<file path="config.mk">
export PLATFORM = sky130hd
export DESIGN_NAME = dkong_vram_bridge
export DESIGN_NICKNAME = d
export VERILOG_FILES = /design/src/rtl/dkong_vram_bridge_pkg.sv /design/src/rtl/dkong_vram_wbuf.sv /design/src/rtl/dkong_vram_bridge.sv
export SDC_FILE = /design/constraint.sdc
export NUM_CORES = 1
export LEC_CHECK = 0
export ABC_AREA = 0
export CAP_MARGIN = 20
export CORE_UTILIZATION = 60
export CTS_CLUSTER_DIAMETER = 100
export DETAILED_ROUTE_END_ITERATION = 8
export DONT_BUFFER_PORTS = 1
export PLACE_DENSITY = 0.76
export SYNTH_ARGS = -nofsm -noshare
export SYNTH_HDL_FRONTEND = slang
export SYNTH_SLANG_ARGS = --single-unit
export TNS_END_PERCENT = 100
</file>
<file path="constraint.sdc">
create_clock -name CLK_24M -period 2.1 [get_ports CLK_24M]
set_input_delay 0.42 -clock CLK_24M [delete_from_list [all_inputs] [get_ports CLK_24M]]
set_output_delay 0.42 -clock CLK_24M [all_outputs]
set_load 0.005 [all_outputs]
</file>
<file path="src/rtl/dkong_vram_bridge_pkg.sv">
// Shared definitions for the Donkey Kong CPU-to-VRAM bridge: FSM encoding and parameter defaults.
package dkong_vram_bridge_pkg;

    typedef enum logic [2:0] {
        StIdle,
        StWrStb,
        StRdWait,
        StRdStb,
        StRdCapt,
        StRdHold
    } bridge_state_e;

    localparam logic [5:0] VRAM_BASE_DEF   = 6'h1D;
    localparam logic [7:0] RD_HOLD_MAX_DEF = 8'd255;

endpackage

</file>
<file path="src/rtl/dkong_vram_wbuf.sv">
// One-entry posted write buffer; a push in the same tick as a pop reloads the entry.
module dkong_vram_wbuf (
    input  logic       i_clk,
    input  logic       i_rst_n,
    input  logic       i_en,
    input  logic       i_push,
    input  logic       i_pop,
    input  logic [9:0] i_addr,
    input  logic [7:0] i_data,
    output logic       o_full,
    output logic [9:0] o_addr,
    output logic [7:0] o_data
);

    logic       r_full;
    logic [9:0] r_addr;
    logic [7:0] r_data;

    always_ff @(posedge i_clk or negedge i_rst_n) begin
        if (!i_rst_n) begin
            r_full <= 1'b0;
            r_addr <= 10'h000;
            r_data <= 8'h00;
        end else if (i_en) begin
            if (i_push) begin
                r_full <= 1'b1;
                r_addr <= i_addr;
                r_data <= i_data;
            end else if (i_pop) begin
                r_full <= 1'b0;
            end
        end
    end

    assign o_full = r_full;
    assign o_addr = r_addr;
    assign o_data = r_data;

endmodule

</file>
<file path="src/rtl/dkong_vram_bridge.sv">
// Arbitrates Z80 accesses to the tile VRAM window against the video fetch, posting writes
// and stalling reads until the RAM returns data.
module dkong_vram_bridge
    import dkong_vram_bridge_pkg::*;
#(
    parameter logic [5:0] VRAM_BASE   = VRAM_BASE_DEF,
    parameter logic [7:0] RD_HOLD_MAX = RD_HOLD_MAX_DEF
) (
    input  logic        CLK_24M,
    input  logic        I_RESETn,
    input  logic        CLK_EN,
    input  logic [15:0] I_CPU_AB,
    input  logic [7:0]  I_CPU_DB,
    input  logic        I_CPU_MREQn,
    input  logic        I_CPU_RDn,
    input  logic        I_CPU_WRn,
    output logic [7:0]  O_CPU_DB,
    output logic        O_CPU_WAITn,
    output logic [9:0]  O_VRAM_AB,
    output logic [7:0]  O_VRAM_DB,
    output logic        O_VRAM_WRn,
    output logic        O_VRAM_RDn,
    input  logic [7:0]  I_VRAM_DB,
    input  logic        I_VRAMBUSYn
);

    bridge_state_e r_state, w_state_next;

    logic       r_rd_prev, r_wr_prev;
    logic       r_rd_req, r_wr_wait;
    logic [7:0] r_cnt;
    logic [9:0] r_rd_addr;
    logic [7:0] r_rd_data;

    logic       w_dec, w_wr_fall, w_rd_fall;
    logic       w_wr_stb, w_rd_stb, w_rd_hold;
    logic       w_buf_full, w_can_push, w_push, w_pop;
    logic       w_wr_stall, w_rd_stall, w_cnt_max;
    logic [9:0] w_buf_addr;
    logic [7:0] w_buf_data;

    // Prev values reset low so a strobe already held low across reset is not taken as a new one
    assign w_dec     = ~I_CPU_MREQn & (I_CPU_AB[15:10] == VRAM_BASE);
    assign w_wr_fall = w_dec & r_wr_prev & ~I_CPU_WRn;
    assign w_rd_fall = w_dec & r_rd_prev & ~I_CPU_RDn & ~w_wr_fall;

    assign w_wr_stb  = (r_state == StWrStb);
    assign w_rd_stb  = (r_state == StRdStb);
    assign w_rd_hold = (r_state == StRdHold);
    assign w_cnt_max = (r_cnt == RD_HOLD_MAX);

    // The slot frees during the strobe tick, so a stalled write can land on that same edge
    assign w_can_push = ~w_buf_full | w_wr_stb;
    assign w_push     = CLK_EN & w_can_push & (w_wr_fall | r_wr_wait);
    assign w_pop      = CLK_EN & w_wr_stb;
    assign w_wr_stall = (w_wr_fall | r_wr_wait) & ~w_can_push;
    assign w_rd_stall = w_rd_fall | r_rd_req |
                        (r_state == StRdWait) | w_rd_stb | (r_state == StRdCapt);

    dkong_vram_wbuf u_wbuf (
        .i_clk   (CLK_24M),
        .i_rst_n (I_RESETn),
        .i_en    (CLK_EN),
        .i_push  (w_push),
        .i_pop   (w_pop),
        .i_addr  (I_CPU_AB[9:0]),
        .i_data  (I_CPU_DB),
        .o_full  (w_buf_full),
        .o_addr  (w_buf_addr),
        .o_data  (w_buf_data)
    );

    always_ff @(posedge CLK_24M or negedge I_RESETn) begin
        if (!I_RESETn) begin
            r_state <= StIdle;
        end else if (CLK_EN) begin
            r_state <= w_state_next;
        end
    end

    always_ff @(posedge CLK_24M or negedge I_RESETn) begin
        if (!I_RESETn) begin
            r_rd_prev <= 1'b0;
            r_wr_prev <= 1'b0;
            r_rd_req  <= 1'b0;
            r_wr_wait <= 1'b0;
            r_cnt     <= 8'd0;
            r_rd_addr <= 10'h000;
            r_rd_data <= 8'h00;
        end else if (CLK_EN) begin
            r_rd_prev <= I_CPU_RDn;
            r_wr_prev <= I_CPU_WRn;
            if (w_push) begin
                r_wr_wait <= 1'b0;
            end else if (w_wr_fall) begin
                r_wr_wait <= 1'b1;
            end
            // Held through any write drain so the FSM returns to the read afterwards
            if (w_rd_fall) begin
                r_rd_req  <= 1'b1;
                r_rd_addr <= I_CPU_AB[9:0];
            end else if (w_rd_stb) begin
                r_rd_req  <= 1'b0;
            end
            if (r_state != StRdWait) begin
                r_cnt <= 8'd0;
            end else if (!w_cnt_max) begin
                r_cnt <= r_cnt + 8'd1;
            end
            if (r_state == StRdCapt) begin
                r_rd_data <= I_VRAM_DB;
            end
        end
    end

    always_comb begin
        w_state_next = r_state;
        unique case (r_state)
            StIdle: begin
                if (w_rd_fall || r_rd_req) begin
                    w_state_next = StRdWait;
                end else if (w_buf_full && I_VRAMBUSYn) begin
                    w_state_next = StWrStb;
                end
            end
            StWrStb:  w_state_next = r_rd_req ? StRdWait : StIdle;
            StRdWait: begin
                // A pending write always goes first so the read sees it
                if (I_VRAMBUSYn || w_cnt_max) begin
                    w_state_next = w_buf_full ? StWrStb : StRdStb;
                end
            end
            StRdStb:  w_state_next = StRdCapt;
            StRdCapt: w_state_next = StRdHold;
            StRdHold: begin
                if (I_CPU_RDn) begin
                    w_state_next = StIdle;
                end
            end
            default:  w_state_next = StIdle;
        endcase
    end

    always_comb begin
        O_VRAM_WRn  = ~w_wr_stb;
        O_VRAM_RDn  = ~w_rd_stb;
        O_VRAM_AB   = 10'h000;
        O_VRAM_DB   = 8'h00;
        O_CPU_DB    = 8'h00;
        O_CPU_WAITn = ~(w_wr_stall | w_rd_stall);
        if (w_wr_stb) begin
            O_VRAM_AB = w_buf_addr;
            O_VRAM_DB = w_buf_data;
        end else if (w_rd_stb) begin
            O_VRAM_AB = r_rd_addr;
        end
        if (w_rd_hold) begin
            O_CPU_DB = r_rd_data;
        end
    end

endmodule
</file>
==> impl_metrics.tcl, run 1 <==
set metrics [dict create \
    dp.cells 257 \
    finalCriticalPeriod_ns 1.97 \
    grt_pass1_wl_um 7420 \
    die_h_um 67.4 \
    synth_top_area_share_pct 50.8 \
    slew_viol_final 0 \
    worstPathArrival_ns 1.55 \
    num_vias 1683 \
    ys_seq_area_share_pct 50.8 \
    crit_fanout 11 \
    timing.setup.tns_ns 0 \
    drive_gt1_share_pct 28.0 \
    yosysTopAreaCell "dfrtp_1" \
    synth_seq_cells 52 \
    ioPinCount 68 \
    cts.reportedPaths.clkPinSlew_ns 0.09 \
    first_global_vias 1564 \
    syn_area_mm2 0.00256 \
    core_mm2 0.00406 \
    pwr-share-seq_pct 55.5 \
    yosysUniqueCellTypes 42 \
    routed_wl_um 4950 \
    cts_tree "yes" \
    drt-initial-drc-count 114 \
    finClkSkew_ns 0.00788 \
    place.gp.congestion 0.888 \
    mostFrequentLayoutCells "dfrtp_1 (52), mux2_2 (28), nand2_1 (14)" \
    switching_share_pct 22.7 \
    finalPower_mw 2.08 \
    insertion_delay_ns 0.30 \
    cap_violations 0 \
    antenna_found_initial 0 \
    die_w_um 67.4 \
    combPwrFrac_pct 10.3 \
    start_kind "flip-flop" \
    hpwl_um 3510 \
    syn_avg_cell_area_um2 11.9 \
    power.leakage_nw 1.33 \
    hold_violations 0 \
    yosys_warnings 0 \
    cts_root_buffer "clkbuf_8" \
    worst_pin_slew_ns 0.370 \
    fin_crit_sh_pct 93.9 \
    ant_nets 0 \
    place_area_mm2 0.00258 \
    port_buffers 0 \
    cts_buffers 5 \
    clock-sinks 52 \
    htreeDepth 2 \
    synth.area.top_cells "dfrtp_1 (51%), mux2_2 (12%), mux2_4 (5.3%)" \
    power.density_mw_per_mm2 756 \
    synth_cells 215 \
    viasPerCell 6.28 \
    worstSetupPathType "flip-flop to primary output" \
    num_rows 23 \
    finalNonFillerCells 268 \
    n_antenna_cell 0 \
    worstPathRequired_ns 1.68 \
    utilization_pct 67.9 \
    grt_max_degree 53 \
    die_area_mm2 0.00454 \
    fillers 311 \
    grt_usage_pct 22.8 \
    setup_viol 0 \
    area_growth_pct 7.52 \
    start_util_pct 63.2 \
    fmax_ghz 0.507 \
    intPower_mw 1.61 \
    overflow 0 \
    slew_headroom_pct 75.3 \
    clock_path_buffers 2 \
    hp-class "primary input to flip-flop" \
    final_common_cell "dfrtp_1" \
    route.detailed.drc 0 \
    first_pass_iters 4 \
    p_switching_mw 0.472 \
    final_area_mm2 0.00276 \
    final_net_count 257 \
    synth_nets 255 \
    status "complete, no violations" \
    wl_per_cell_um 18.5 \
    peakVddDrop_uv 500 \
    endpoint_kind "primary output" \
    clkPwrFrac_pct 34.1 \
]
## cells by family after synthesis
logic type	share of synthesized area, %
flops	50.8
xor+xnor	1.03
buf+inv	3.47
fa+ha+maj	0.488
compound gates	11.7
simple gates	14.5
mux	18.0
## path summary, 6_finish.rpt
check                              from               end  slack, ns  cells past startpoint
max                          r_state[1]      O_VRAM_AB[3]       0.13                      4
min                              CLK_EN          r_cnt[7]       0.19                      1
max reg2reg                  r_state[2]  u_wbuf.o_addr[9]       0.26                      5
min reg2reg                r_rd_data[2]      r_rd_data[2]       0.51                      1
max in group asynchronous      I_RESETn         r_wr_wait       1.24                      2
min in group asynchronous      I_RESETn          r_cnt[5]       0.63                      2
## critical path: stages, from the launching register on
cell	delay, ns
dfrtp_1	0.46
inv_1	0.17
nor2_1	0.06
and2_2	0.28
a22o_1	0.29
## flip-flops by register name (all words and copies together), names as in the netlist, 3 cells and up
name / flops
r_cnt: 8
r_state: 3
u_wbuf.o_addr: 10
u_wbuf.o_data: 8
r_rd_addr: 10
r_rd_data: 8
## per-stage QoR
stage	worst slack [ns]	hold slack (ns)
after floorplan	0.335	0.124
after global placement	0.292	0.126
after detailed placement	0.200	0.125
after CTS	0.00402	0.177
after global routing	-0.0107	0.162
final	0.127	0.193
## timing repair
action                                  4_1_cts  5_1_grt
endpoints found under the setup margin        0       12
hold buffers                                  2        0
endpoints found under the hold margin        52        0
resized for setup                             0        2
buffers inserted                              0        1
## layout make-up
cell class / instances / area (µm²) / share of cell area [%]
Tap cell: 50 / 62.6 / 2.27
Inverter: 6 / 22.5 / 0.817
Clock buffer: 6 / 82.6 / 3.00
Sequential cell: 52 / 1300 / 47.2
Clock inverter: 2 / 38.8 / 1.41
Timing Repair Buffer: 6 / 67.6 / 2.45
Multi-Input combinational cell: 146 / 1180 / 42.8
## layer usage
layer / part of all wire [%] / global-route usage (%)
met5: 0 / 0
met4: 0.85 / 5.59
met3: 5.4 / 7.09
met2: 54 / 39.9
met1: 39 / 27.0
## power by group through the flow
stage          Combinational, mW  Sequential [mW]  Clock [mW]
2_1_floorplan              0.170             1.16           0
3_3_place_gp               0.177             1.17           0
3_5_place_dp               0.188             1.18           0
4_1_cts                    0.217             1.16       0.733
5_1_grt                    0.238             1.18       0.775
6_report                   0.215             1.16       0.711
## cell usage after synthesis
master	count
nor3_1	1
nand4bb_1	1
buf_2	2
mux2_2	28
a31o_2	1
a21o_1	3
o31ai_1	2
clkbuf_1	6
nand2_4	1
ha_1	1
o21ai_0	10
mux2_1	1
mux2_4	9
a221oi_1	1
a211oi_1	1
o41ai_1	1
nand2b_1	1
a21oi_1	10
nor2_8	1
nand3_1	4
dfrtp_1	52
nand3b_1	1
and3_1	12
a21oi_2	1
and2_1	9
buf_6	3
a22o_1	11
nand2_1	14
and4bb_4	1
nand4_1	1
nor2b_1	1
nor3_2	1
and4_1	1
or3b_1	1
inv_1	6
o21ai_4	1
nor4_1	2
nor2_2	1
a22oi_1	1
xnor2_1	3
nor2_1	6
and2_4	1
(Power assumes the default switching activity.)
==> inputs of run 2 (changes only) <==
--- a/config.mk
+++ b/config.mk
@@ -7,11 +7,14 @@
 export LEC_CHECK = 0
 export ABC_AREA = 0
 export CAP_MARGIN = 20
+export CORE_ASPECT_RATIO = 0.5
+export CORE_MARGIN = 3
 export CORE_UTILIZATION = 60
 export CTS_CLUSTER_DIAMETER = 100
 export DETAILED_ROUTE_END_ITERATION = 8
 export DONT_BUFFER_PORTS = 1
 export PLACE_DENSITY = 0.76
+export SKIP_CTS_REPAIR_TIMING = 1
 export SYNTH_ARGS = -nofsm -noshare
 export SYNTH_HDL_FRONTEND = slang
 export SYNTH_SLANG_ARGS = --single-unit
==> run 2 against run 1 <==
  * Maximum frequency decreased by 0.11%
  * Final area decreased by 1.0%
  * Die area increased by 13%
  * Sequential power about the same
  * Power decreased by 6.0%
  * Critical path type unchanged
  * Critical endpoint is now O_VRAM_AB[0]
  * Largest cell class unchanged
==> impl_metrics.tcl, run 2 (synthesis results as in run 1) <==
set metrics [dict create \
    status "complete, no violations" \
    slew_viol_final 0 \
    port_buffers 0 \
    peakVddDrop_uv 418 \
    dp.cells 260 \
    holdWs_ns 0.197 \
    worstPathArrival_ns 1.55 \
    place_ws_ns 0.232 \
    cp_cell_sequence "inv_1 -> nor2_1 -> and2_2 -> a22o_1" \
    htreeDepth 2 \
    crit_path_max_incr_delay_ns 0.46 \
    clock_path_buffers 2 \
    worstPathRequired_ns 1.68 \
    die_area_mm2 0.00514 \
    hp-class "primary input to flip-flop" \
    area_growth_pct 6.45 \
    clock-sinks 52 \
    viasPerCell 6.05 \
    hold_violations 0 \
    start_kind "flip-flop" \
    first_global_vias 1553 \
    crit_fanout 11 \
    num_vias 1639 \
    power.leakage_nw 1.31 \
    n_antenna_cell 0 \
    finalNonFillerCells 271 \
    cts_buffers 5 \
    final_net_count 256 \
    mostFrequentLayoutCells "dfrtp_1 (52), mux2_2 (28), nand2_1 (14)" \
    die_w_um 98.4 \
    first_pass_iters 4 \
    drive_gt1_share_pct 27.6 \
    drt-initial-drc-count 80 \
    routed_wl_um 4710 \
    finalPower_mw 1.96 \
    insertion_delay_ns 0.30 \
    fin_ws_ns 0.125 \
    utilization_pct 68.1 \
    grt_max_degree 53 \
    slew_headroom_pct 68.0 \
    grt_pass1_wl_um 7490 \
    final_common_cell "dfrtp_1" \
    core_mm2 0.00400 \
    num_rows 16 \
    finClkSkew_ns 0.00685 \
    overflow 0 \
    fin_crit_sh_pct 94.0 \
    cts.reportedPaths.clkPinSlew_ns 0.09 \
    ioPinCount 68 \
    cap_violations 0 \
    antenna_found_initial 0 \
    fmax_ghz 0.506 \
    power.density_mw_per_mm2 718 \
    grt_usage_pct 18.5 \
    place.gp.congestion 0.824 \
    ant_nets 0 \
    endpoint_kind "primary output" \
    worstSetupPathType "flip-flop to primary output" \
    wl_per_cell_um 17.4 \
    start_util_pct 64.0 \
    cts_tree "yes" \
    setup_viol 0 \
    crit_slowest_cell "dfrtp_1" \
    die_h_um 52.2 \
    finalCriticalPeriod_ns 1.97 \
    cts_root_buffer "clkbuf_8" \
    worst_pin_slew_ns 0.474 \
    reg2reg_slack_ns 0.31 \
    hpwl_um 3300 \
    route.detailed.drc 0 \
]
[run 2: changes by cell type in the layout (fill, tap and decap cells not counted), sizes merged]
cell	delta
inv	+1
buf	-1
bufinv	-1
[run 2: area by class of cell]
cell class | instances | area (µm²)
Tap cell | 54 | 67.6
Sequential cell | 52 | 1300
Inverter | 6 | 22.5
Clock inverter | 2 | 13.8
Timing Repair Buffer | 5 | 60.1
Multi-Input combinational cell | 146 | 1180
Fill cell | 308 | 1280
Clock buffer | 6 | 82.6
[run 2: worst max-delay path, delay by kind of cell, from the launching register on]
| family | cells | cell delay [ns] |
|---|---|---|
| AO/OA/AOI/OAI | 1 | 0.28 |
| buffers and inverters | 1 | 0.17 |
| flip-flops | 1 | 0.46 |
| AND/OR/NAND/NOR | 2 | 0.34 |
[run 2: report_power, final]
group          switching [mW]  internal (mW)
logic                  0.0936          0.116
registers              0.0547           1.10
clock network           0.320          0.270
total                   0.469           1.49
[run 2: routing by layer]
metal | up-vias | share of wire (%) | wire [µm] | global-route usage [%]
met3 | 0 | 8.1 | 380 | 7.04
met1 | 809 | 43 | 2040 | 24.4
met4 | 0 | 0 | 0 | 2.04
met2 | 51 | 49 | 2290 | 30.4
li1 | 779 | - | - | -
met5 | - | 0 | 0 | 0
[run 2: worst paths after layout]
path | start | to | depth (start not counted)
max | r_state[1] | O_VRAM_AB[0] | 4
min reg2reg | u_wbuf.o_data[7] | u_wbuf.o_data[7] | 1
max reg2reg | r_state[2] | u_wbuf.o_addr[4] | 5
max in group asynchronous | I_RESETn | r_rd_addr[0] | 2
min in group asynchronous | I_RESETn | r_cnt[5] | 2
min | CLK_EN | r_cnt[7] | 1
[run 2: through the flow]
step / area, µm² / TNS, ns
after global placement: 2580 / 0
final: 2730 / 0
after CTS: 2680 / -0.0725
after global routing: 2730 / -0.0400
after floorplan: 2560 / 0
after detailed placement: 2580 / 0
==> inputs of run 3 (changes only) <==
--- a/config.mk
+++ b/config.mk
@@ -13,7 +13,9 @@
 export CTS_CLUSTER_DIAMETER = 100
 export DETAILED_ROUTE_END_ITERATION = 8
 export DONT_BUFFER_PORTS = 1
+export GPL_TIMING_DRIVEN = 0
 export PLACE_DENSITY = 0.76
+export RECOVER_POWER = 25
 export SKIP_CTS_REPAIR_TIMING = 1
 export SYNTH_ARGS = -nofsm -noshare
 export SYNTH_HDL_FRONTEND = slang
==> run 3 against run 2 <==
  * Global-route usage is 1.8 points higher
  * First-iteration DRC count rose by 19%
  * Setup slack worse by 0.033 ns
  * Sequential share of layout area down 1.4 points
  * Utilization grew 2.1 points
  * Final area increased by 3.1%
==> impl_metrics.tcl, run 3 (synthesis results as in run 1) <==
set metrics [dict create \
    wl_per_cell_um 17.9 \
    setup_viol 0 \
    multi_input_area_mm2 0.00118 \
    critPathBufInv 2 \
    final_area_mm2 0.00281 \
    worstPathRequired_ns 1.68 \
    fmax_ghz 0.498 \
    grt_usage_pct 20.3 \
    grt_pass1_wl_um 8090 \
    clock-sinks 52 \
    cts_root_buffer "clkbuf_8" \
    grt_max_degree 53 \
    crit_path_max_incr_delay_ns 0.38 \
    fin_crit_sh_pct 95.6 \
    ioPinCount 68 \
    die_h_um 52.2 \
    power.leakage_nw 1.37 \
    crit_slowest_cell "dfrtp_1" \
    ant_nets 0 \
    mostFrequentLayoutCells "dfrtp_1 (51), mux2_2 (28), nand2_1 (14)" \
    overflow 0 \
    cap_violations 0 \
    htreeDepth 2 \
    worst_pin_slew_ns 1.25 \
    hp-class "primary input to flip-flop" \
    cts_tree "yes" \
    die_area_mm2 0.00514 \
    drive_gt1_share_pct 30.6 \
    start_kind "flip-flop" \
    first_global_vias 1682 \
    n_antenna_cell 0 \
    endpoint_kind "primary output" \
    timing.setup.tns_ns 0 \
    clock_path_buffers 2 \
    power.density_mw_per_mm2 751 \
    holdWs_ns 0.243 \
    crit_fanout 10 \
    final_net_count 268 \
    slew_viol_final 0 \
    num_rows 16 \
    status "complete, no violations" \
    area_growth_pct 9.77 \
    regArea_mm2 0.00130 \
    cp_cell_sequence "buf_4 -> nor2_4 -> and2_4 -> clkbuf_2 -> a22o_1" \
    hold_violations 0 \
    antenna_found_initial 0 \
    fillers 283 \
    viasPerCell 6.01 \
    port_buffers 0 \
    first_pass_iters 4 \
    worstPathArrival_ns 1.59 \
    route.detailed.drc 0 \
    core_mm2 0.00400 \
    peakVddDrop_uv 455 \
    finalCriticalPeriod_ns 2.01 \
    drt-initial-drc-count 95 \
    final_common_cell "dfrtp_1" \
    cts_buffers 5 \
    cts.reportedPaths.clkPinSlew_ns 0.09 \
    routed_wl_um 5060 \
    finClkSkew_ns 0.00698 \
    num_vias 1702 \
    worstSetupPathType "flip-flop to primary output" \
    hpwl_um 3510 \
    place.gp.congestion 0.794 \
    finalPower_mw 2.11 \
    die_w_um 98.4 \
    start_util_pct 64.0 \
    insertion_delay_ns 0.30 \
    slew_headroom_pct 16.5 \
    rsz0062_at_grt "no" \
    cpLargestDelayFamily "buffers and inverters" \
    place_area_mm2 0.00263 \
]
==> run 3: cell types whose count changed in the layout (fill, tap and decap cells not counted), moves of 2 or more <==
cell      before  now
buf_2          0    2
buf_6          0    3
clkbuf_1       0    2
clkbuf_2       0    3
clkbuf_4       0    2
==> run 3: worst paths after layout <==
path	start	endpoint	slack, ns	cells after the start
setup reg to reg	r_state[2]	u_wbuf.o_addr[9]	0.34	7
min in group asynchronous	I_RESETn	r_cnt[5]	0.92	2
max in group asynchronous	I_RESETn	r_state[1]	0.34	2
hold reg to reg	u_wbuf.o_data[7]	u_wbuf.o_data[7]	0.49	1
setup / recovery	r_state[2]	O_VRAM_AB[8]	0.09	5
hold / removal	I_CPU_DB[7]	u_wbuf.o_data[7]	0.24	1
==> run 3: power breakdown <==
part / total (mW) / leakage, nW / switching (mW) / internal, mW
Clock: 0.717 / 0.0614 / 0.328 / 0.390
Sequential: 1.15 / 0.702 / 0.0479 / 1.10
Combinational: 0.244 / 0.605 / 0.120 / 0.124
Total: 2.11 / 1.37 / 0.496 / 1.62
==> run 3: per-layer routing <==
| layer | part of all wire, % | GRT usage [%] |
|---|---|---|
| met5 | 0 | 0 |
| met4 | 0.42 | 4.31 |
| met3 | 6.6 | 6.91 |
| met2 | 49 | 34.1 |
| met1 | 44 | 26.0 |
==> run 3: cell type report <==
class | instances | share of cell area [%]
buffer | 11 | 2.71
multi-input combinational | 146 | 41.9
inverter | 6 | 0.801
clock inverter | 2 | 1.38
sequential | 52 | 46.3
timing repair buffer | 6 | 1.60
tap | 54 | 2.40
clock buffer | 6 | 2.94
==> run 3: worst reg2reg max path, stage by stage, from the launching register on <==
cell,delay (ns)
dfrtp_1,0.38
buf_4,0.15
nor2_4,0.13
and2_4,0.18
o21ai_4,0.08
nor2_8,0.19
buf_6,0.19
mux2_2,0.34
==> run 3: per-stage QoR <==
stage | std cells | worst slack (ns) | util, %
2_1_floorplan | 215 | 0.335 | -
3_3_place_gp | 269 | -0.00700 | 65.7
3_5_place_dp | 269 | -0.0276 | 65.7
4_1_cts | 277 | -0.381 | 68.7
5_1_grt | 283 | 0.0201 | 70.3
6_report | 283 | 0.0919 | 70.3
